File: config.mk
export PLATFORM = sky130hd
export DESIGN_NAME = ioctl_loader
export DESIGN_NICKNAME = d
export VERILOG_FILES = /design/src/rtl/loader_pkg.sv /design/src/rtl/ioctl_loader.sv
export SDC_FILE = /design/constraint.sdc
export NUM_CORES = 1
export LEC_CHECK = 0
export ABC_CLOCK_PERIOD_IN_PS = 3500
export CORE_MARGIN = 1.5
export CORE_UTILIZATION = 47
export DETAILED_ROUTE_END_ITERATION = 8
export PLACE_DENSITY = 0.8
export SYNTH_ARGS = -nofsm -noshare
export SYNTH_HDL_FRONTEND = slang
export SYNTH_SLANG_ARGS = --single-unit
File: constraint.sdc
create_clock -name clk_sys -period 3.5 [get_ports clk_sys]
set_clock_uncertainty 0.15 [all_clocks]
set_input_delay 0.7 -clock clk_sys [delete_from_list [all_inputs] [get_ports clk_sys]]
set_output_delay 0.7 -clock clk_sys [all_outputs]
set_load 0.005 [all_outputs]
File: src/rtl/loader_pkg.sv
// Shared types and default constants for the ioctl download loader.
package loader_pkg;

   typedef enum logic [1:0] {
      IDLE   = 2'd0,
      LOAD   = 2'd1,
      SETTLE = 2'd2,
      RUN    = 2'd3
   } loaderState_e;

   localparam int         DefSettleCycles = 16;
   localparam logic [7:0] DefRomIndex     = 8'd0;
   localparam logic [7:0] DefModIndex     = 8'd1;
   localparam logic [7:0] DefDipIndex     = 8'd254;
   localparam int         DefMaxMod       = 17;

   localparam logic [16:0] RomBytesMax    = 17'h10000;

endpackage

File: src/rtl/ioctl_loader.sv
// Routes ioctl download streams to ROM writes, game select and DIP bytes,
// and holds the game core in reset until a download or user reset has settled.
module ioctl_loader
   import loader_pkg::*;
#(
   parameter int         SETTLE_CYCLES = DefSettleCycles,
   parameter logic [7:0] ROM_INDEX     = DefRomIndex,
   parameter logic [7:0] MOD_INDEX     = DefModIndex,
   parameter logic [7:0] DIP_INDEX     = DefDipIndex,
   parameter int         MAX_MOD       = DefMaxMod
) (
   input  logic             clk_sys,
   input  logic             reset,
   input  logic             user_reset,
   input  logic             ioctl_download,
   input  logic             ioctl_wr,
   input  logic [24:0]      ioctl_addr,
   input  logic [7:0]       ioctl_dout,
   input  logic [7:0]       ioctl_index,
   output logic [15:0]      dn_addr,
   output logic [7:0]       dn_data,
   output logic             dn_wr,
   output logic [4:0]       mod_sel,
   output logic [7:0][7:0]  sw,
   output logic             core_reset,
   output logic [16:0]      rom_bytes,
   output logic             rom_overflow
);

   localparam int          CntW       = $clog2(SETTLE_CYCLES) + 1;
   localparam logic [CntW-1:0] CntLast = CntW'(SETTLE_CYCLES - 1);
   localparam logic [7:0]  MaxModByte = 8'(MAX_MOD);

   loaderState_e     state_q, state_d;
   logic [CntW-1:0]  cnt_q, cnt_d;
   logic             dl_q;
   logic             dnWr_q, dnWr_d;
   logic [15:0]      dnAddr_q, dnAddr_d;
   logic [7:0]       dnData_q, dnData_d;
   logic [4:0]       modSel_q, modSel_d;
   logic [7:0][7:0]  sw_q, sw_d;
   logic [16:0]      romBytes_q, romBytes_d;
   logic             romOvf_q, romOvf_d;

   logic             wrOk, romLow, romWr, romOvfWr, modWr, dipWr, romClear;
   logic [16:0]      romBase;

   always_comb begin
      wrOk     = ioctl_wr && ioctl_download;
      romLow   = (ioctl_addr[24:16] == 9'd0);
      romWr    = wrOk && (ioctl_index == ROM_INDEX) && romLow;
      romOvfWr = wrOk && (ioctl_index == ROM_INDEX) && !romLow;
      modWr    = wrOk && (ioctl_index == MOD_INDEX);
      dipWr    = wrOk && (ioctl_index == DIP_INDEX) && (ioctl_addr[24:3] == 22'd0);
      romClear = ioctl_download && !dl_q && (ioctl_index == ROM_INDEX);
   end

   always_comb begin
      state_d = state_q;
      cnt_d   = cnt_q;
      case (state_q)
         IDLE: begin
            if (ioctl_download) state_d = LOAD;
         end
         LOAD: begin
            if (!ioctl_download) begin
               state_d = SETTLE;
               cnt_d   = '0;
            end
         end
         SETTLE: begin
            // A new download outranks a user reset; either one restarts the hold.
            if (ioctl_download) begin
               state_d = LOAD;
            end else if (user_reset) begin
               cnt_d = '0;
            end else if (cnt_q == CntLast) begin
               state_d = RUN;
            end else begin
               cnt_d = cnt_q + 1'b1;
            end
         end
         RUN: begin
            if (ioctl_download) begin
               state_d = LOAD;
            end else if (user_reset) begin
               state_d = SETTLE;
               cnt_d   = '0;
            end
         end
         default: state_d = IDLE;
      endcase
   end

   always_comb begin
      dnWr_d   = romWr;
      dnAddr_d = dnAddr_q;
      dnData_d = dnData_q;
      modSel_d = modSel_q;
      sw_d     = sw_q;
      if (romWr) begin
         dnAddr_d = ioctl_addr[15:0];
         dnData_d = ioctl_dout;
      end
      if (modWr) begin
         modSel_d = (ioctl_dout <= MaxModByte) ? ioctl_dout[4:0] : 5'd0;
      end
      if (dipWr) begin
         sw_d[ioctl_addr[2:0]] = ioctl_dout;
      end
      // The download-start clear applies first so a write in that same cycle still counts.
      romBase    = romClear ? 17'd0 : romBytes_q;
      romBytes_d = romBase;
      if (romWr && (romBase != RomBytesMax)) begin
         romBytes_d = romBase + 17'd1;
      end
      romOvf_d = (romClear ? 1'b0 : romOvf_q) | romOvfWr;
   end

   always_ff @(posedge clk_sys) begin
      if (reset) begin
         state_q    <= IDLE;
         cnt_q      <= '0;
         dl_q       <= 1'b0;
         dnWr_q     <= 1'b0;
         dnAddr_q   <= 16'd0;
         dnData_q   <= 8'd0;
         modSel_q   <= 5'd0;
         sw_q       <= {8{8'hFF}};
         romBytes_q <= 17'd0;
         romOvf_q   <= 1'b0;
      end else begin
         state_q    <= state_d;
         cnt_q      <= cnt_d;
         dl_q       <= ioctl_download;
         dnWr_q     <= dnWr_d;
         dnAddr_q   <= dnAddr_d;
         dnData_q   <= dnData_d;
         modSel_q   <= modSel_d;
         sw_q       <= sw_d;
         romBytes_q <= romBytes_d;
         romOvf_q   <= romOvf_d;
      end
   end

   assign dn_wr        = dnWr_q;
   assign dn_addr      = dnAddr_q;
   assign dn_data      = dnData_q;
   assign mod_sel      = modSel_q;
   assign sw           = sw_q;
   assign rom_bytes    = romBytes_q;
   assign rom_overflow = romOvf_q;
   assign core_reset   = (state_q != RUN);

endmodule
==> flow_metrics.env <==
export IMPL_cts_resized=0
export IMPL_setup_ws_ps=453
export IMPL_synth_xor_area_share_pct=0
export IMPL_max_freq_ghz=0.328
export IMPL_max_slew_margin_pct=36.8
export IMPL_synth_edff_count=0
export IMPL_crit_chain="clkdlybuf4s50_1 -> nor4_1 -> buf_4 -> nand3_1 -> and2_1 -> ha_1 -> nand4_1 -> or4_1 -> or4_1 -> a21oi_1"
export IMPL_p_per_area_nw_per_um2=431
export IMPL_placed_cell_area_um2=6890
export IMPL_drt_total_wl_um=15500
export IMPL_postLayoutCellArea_um2=7480
export IMPL_report_final_slew_viol_count=0
export IMPL_synth_nets=604
export IMPL_gp_congestion=0.905
export IMPL_worstHoldStart="dn_addr[12]$_SDFFE_PP0P_"
export IMPL_grt_pass1_vias=4850
export IMPL_yosys_area_top_type_share_pct=46.4
export IMPL_end_kind="flip-flop"
export IMPL_globalRouteOverflowTotal=0
export IMPL_tritoncts="yes"
export IMPL_dieHeight_um=108
export IMPL_drive_above_1_share_pct=8.56
export IMPL_holdCritPathClass="reg -> reg"
export IMPL_placement_io_buffers=158
export IMPL_synth_simple_area_share_pct=24.6
export IMPL_synth_area_top_cells="dfxtp_1 46%, mux2i_1 14%, nor2_1 5.6%"
export IMPL_vias_per_cell=5.69
export IMPL_max_stage_delay_ps=560
export IMPL_setup_violations=0
export IMPL_synth_compound_area_share_pct=10.6
export IMPL_clockBufferDepth=2
export IMPL_worstMarginPinSlew_ps=945
export IMPL_syn_area_per_cell_um2=9.34
export IMPL_dp_cells=832
export IMPL_ys_async_sr_fraction_pct=0
export IMPL_finalHoldViolCount=0
export IMPL_cp_max_fo=8
export IMPL_muxShareOfSynthArea_pct=13.7
export IMPL_whs_ps=330
export IMPL_post_cts_buffers=0
export IMPL_core_area_um2=10800
export IMPL_yosysWarnings=0
export IMPL_grt_use_total_pct=27.0
export IMPL_yosysTopAreaCell="dfxtp_1"
export IMPL_drcViolationCount=0
export IMPL_place_hpwl_um=10700
export IMPL_r2r_cells=8
export IMPL_layout_nets=761
export IMPL_pin_count=159
export IMPL_die_area_um2=11600
export IMPL_period_minus_slack_ps=3050
export IMPL_cts_hold_buf=0
export IMPL_min_to="dn_addr[12]$_SDFFE_PP0P_"
export IMPL_syn_inst=554
export IMPL_diodes=0
export IMPL_fin_cells=864
export IMPL_wl_per_cell_um=18.0
export IMPL_crit_slowest_cell="or4_1"
export IMPL_run_status="completed"
export IMPL_drtIter0Drc=292
export IMPL_period_share_pct=87.1
export IMPL_final_setup_tns_ps=0
export IMPL_path_class="in -> reg"
export IMPL_hold_path_depth=2
export IMPL_synth_top_family_by_area="simple AND/OR/NAND/NOR gates"
export IMPL_p_leak_nw=3.07
export IMPL_vdd_drop_max_mv=0.256
export IMPL_cts_sinks=120
export IMPL_required_ps=3810
export IMPL_final_util_pct=69.3
export IMPL_crit_top_cell="or4_1"
export IMPL_num_rows=38
export IMPL_cts_made_buffers=17
export IMPL_cp_start_kind="primary input"
export IMPL_cts_root_buf="clkbuf_8"
export IMPL_rsz0062_at_grt="false"
export IMPL_syn_to_final_growth_pct=44.5
export IMPL_reg2reg_slack_ps=900
export IMPL_insertion_delay_ps=530
export IMPL_initial_core_util_pct=47.9
export IMPL_synth_seq_area_share_pct=46.4
export IMPL_crit_arrival_ps=3360
export IMPL_firstDrtPassIters=5
export IMPL_synthAdderAreaFrac_pct=0.967
export IMPL_fin_total_pwr_mw=3.22
export IMPL_cts_clk_slew_worst_paths_ps=60
export IMPL_antenna_found_initial=0
export IMPL_grt_pass1_wl_um=24200
export IMPL_grt_max_degree=65
export IMPL_r2r_start="dl_q$_SDFF_PP0_"
export IMPL_drv_cap=0
export IMPL_die_w_um=108
export IMPL_antenna_left=0
export IMPL_synth_seq_cells=120
export IMPL_via_count=4913
export IMPL_r2r_end="rom_bytes[14]$_SDFF_PP0_"
export IMPL_cts_max_level=4
export IMPL_synth_area_um2=5170
export IMPL_preCtsSetupSlack_ps=-1.62
export IMPL_synth_distinct_cells=46
export IMPL_synth_ff_type="dfxtp_1"
==> where the power goes <==
group | internal, mW | switching, mW | leakage, nW
Combinational | 0.0641 | 0.0815 | 1.84
Sequential | 1.37 | 0.00275 | 0.970
Clock | 1.05 | 0.650 | 0.269
==> how the worst max path moves through the flow <==
stage | from | endpoint | slack [ps]
after floorplan | ioctl_download | rom_bytes[14]$_SDFF_PP0_ | 490
after global placement | ioctl_index[7] | rom_bytes[12]$_SDFF_PP0_ | 120
after detailed placement | ioctl_index[7] | rom_bytes[14]$_SDFF_PP0_ | -2
after CTS | ioctl_index[4] | rom_bytes[14]$_SDFF_PP0_ | 510
after global routing | ioctl_index[7] | rom_bytes[14]$_SDFF_PP0_ | 350
final | ioctl_index[7] | rom_bytes[14]$_SDFF_PP0_ | 450
==> cell type report <==
type / count / area (um^2)
Sequential cell: 120 / 2400
Timing Repair Buffer: 173 / 1690
Clock inverter: 13 / 145
Inverter: 9 / 33.8
Fill cell: 822 / 3320
Multi-Input combinational cell: 390 / 2590
Tap cell: 140 / 175
Clock buffer: 19 / 442
==> synth_stat cells, types with 3 or more instances <==
master    count
nand4_1       5
nor2_1       77
inv_1         9
ha_1          4
clkbuf_1     24
or3_1         4
buf_2         5
nor3b_1       5
nand3b_1      3
buf_1         3
nand4_4       7
nor4_1        9
and3_1        5
or4_1        10
nor3_1        8
a21oi_1      40
o21ai_0      29
dfxtp_1     120
a21boi_0      3
or4_4         3
nand2b_1      7
nand2_1      22
o31ai_1       6
nand3_1      38
o311ai_0      3
mux2i_1      71
and4_1        6
==> routing by layer <==
metal / GRT usage (%) / vias up / share of wire (%)
li1: - / 2326 / -
met1: 30.8 / 2345 / 39
met2: 46.1 / 190 / 49
met3: 8.38 / 52 / 7.6
met4: 12.9 / 0 / 3.7
met5: 0 / - / 0
==> cells by family after synthesis <==
group | after synthesis
and+or+nand+nor | 220
DFF | 120
AOI/OAI and AO/OA | 95
muxes | 71
buffers and inverters | 44
adders and majority gates | 4
==> worst max-delay path, delay by kind of cell <==
family	cells	cell delay, ps
simple gates	6	1620
buf+inv	2	650
fa+ha+maj	1	230
compound gates	1	140
==> state kept, by name, summed over array words and instances, names as in the netlist <==
name	cells
mod_sel	5
dn_wr	1
state_q	2
dn_addr	16
rom_bytes	17
dn_data	8
rom_overflow	1
sw	64
dl_q	1
cnt_q	5
==> placed cells by master, fill, tap and decap left out, types with 5 or more instances in the layout <==
master / count
a21oi_1: 40
and3_1: 5
and4_1: 6
buf_4: 16
clkbuf_16: 16
clkdlybuf4s50_1: 157
clkinvlp_4: 6
dfxtp_1: 120
inv_1: 9
mux2i_1: 71
nand2_1: 22
nand2b_1: 7
nand3_1: 38
nand4_1: 5
nand4_4: 7
nor2_1: 77
nor3_1: 7
nor3b_1: 5
nor4_1: 9
o21ai_0: 29
o31ai_1: 6
or4_1: 10
No activity file was read; power rests on OpenSTA's default activity.
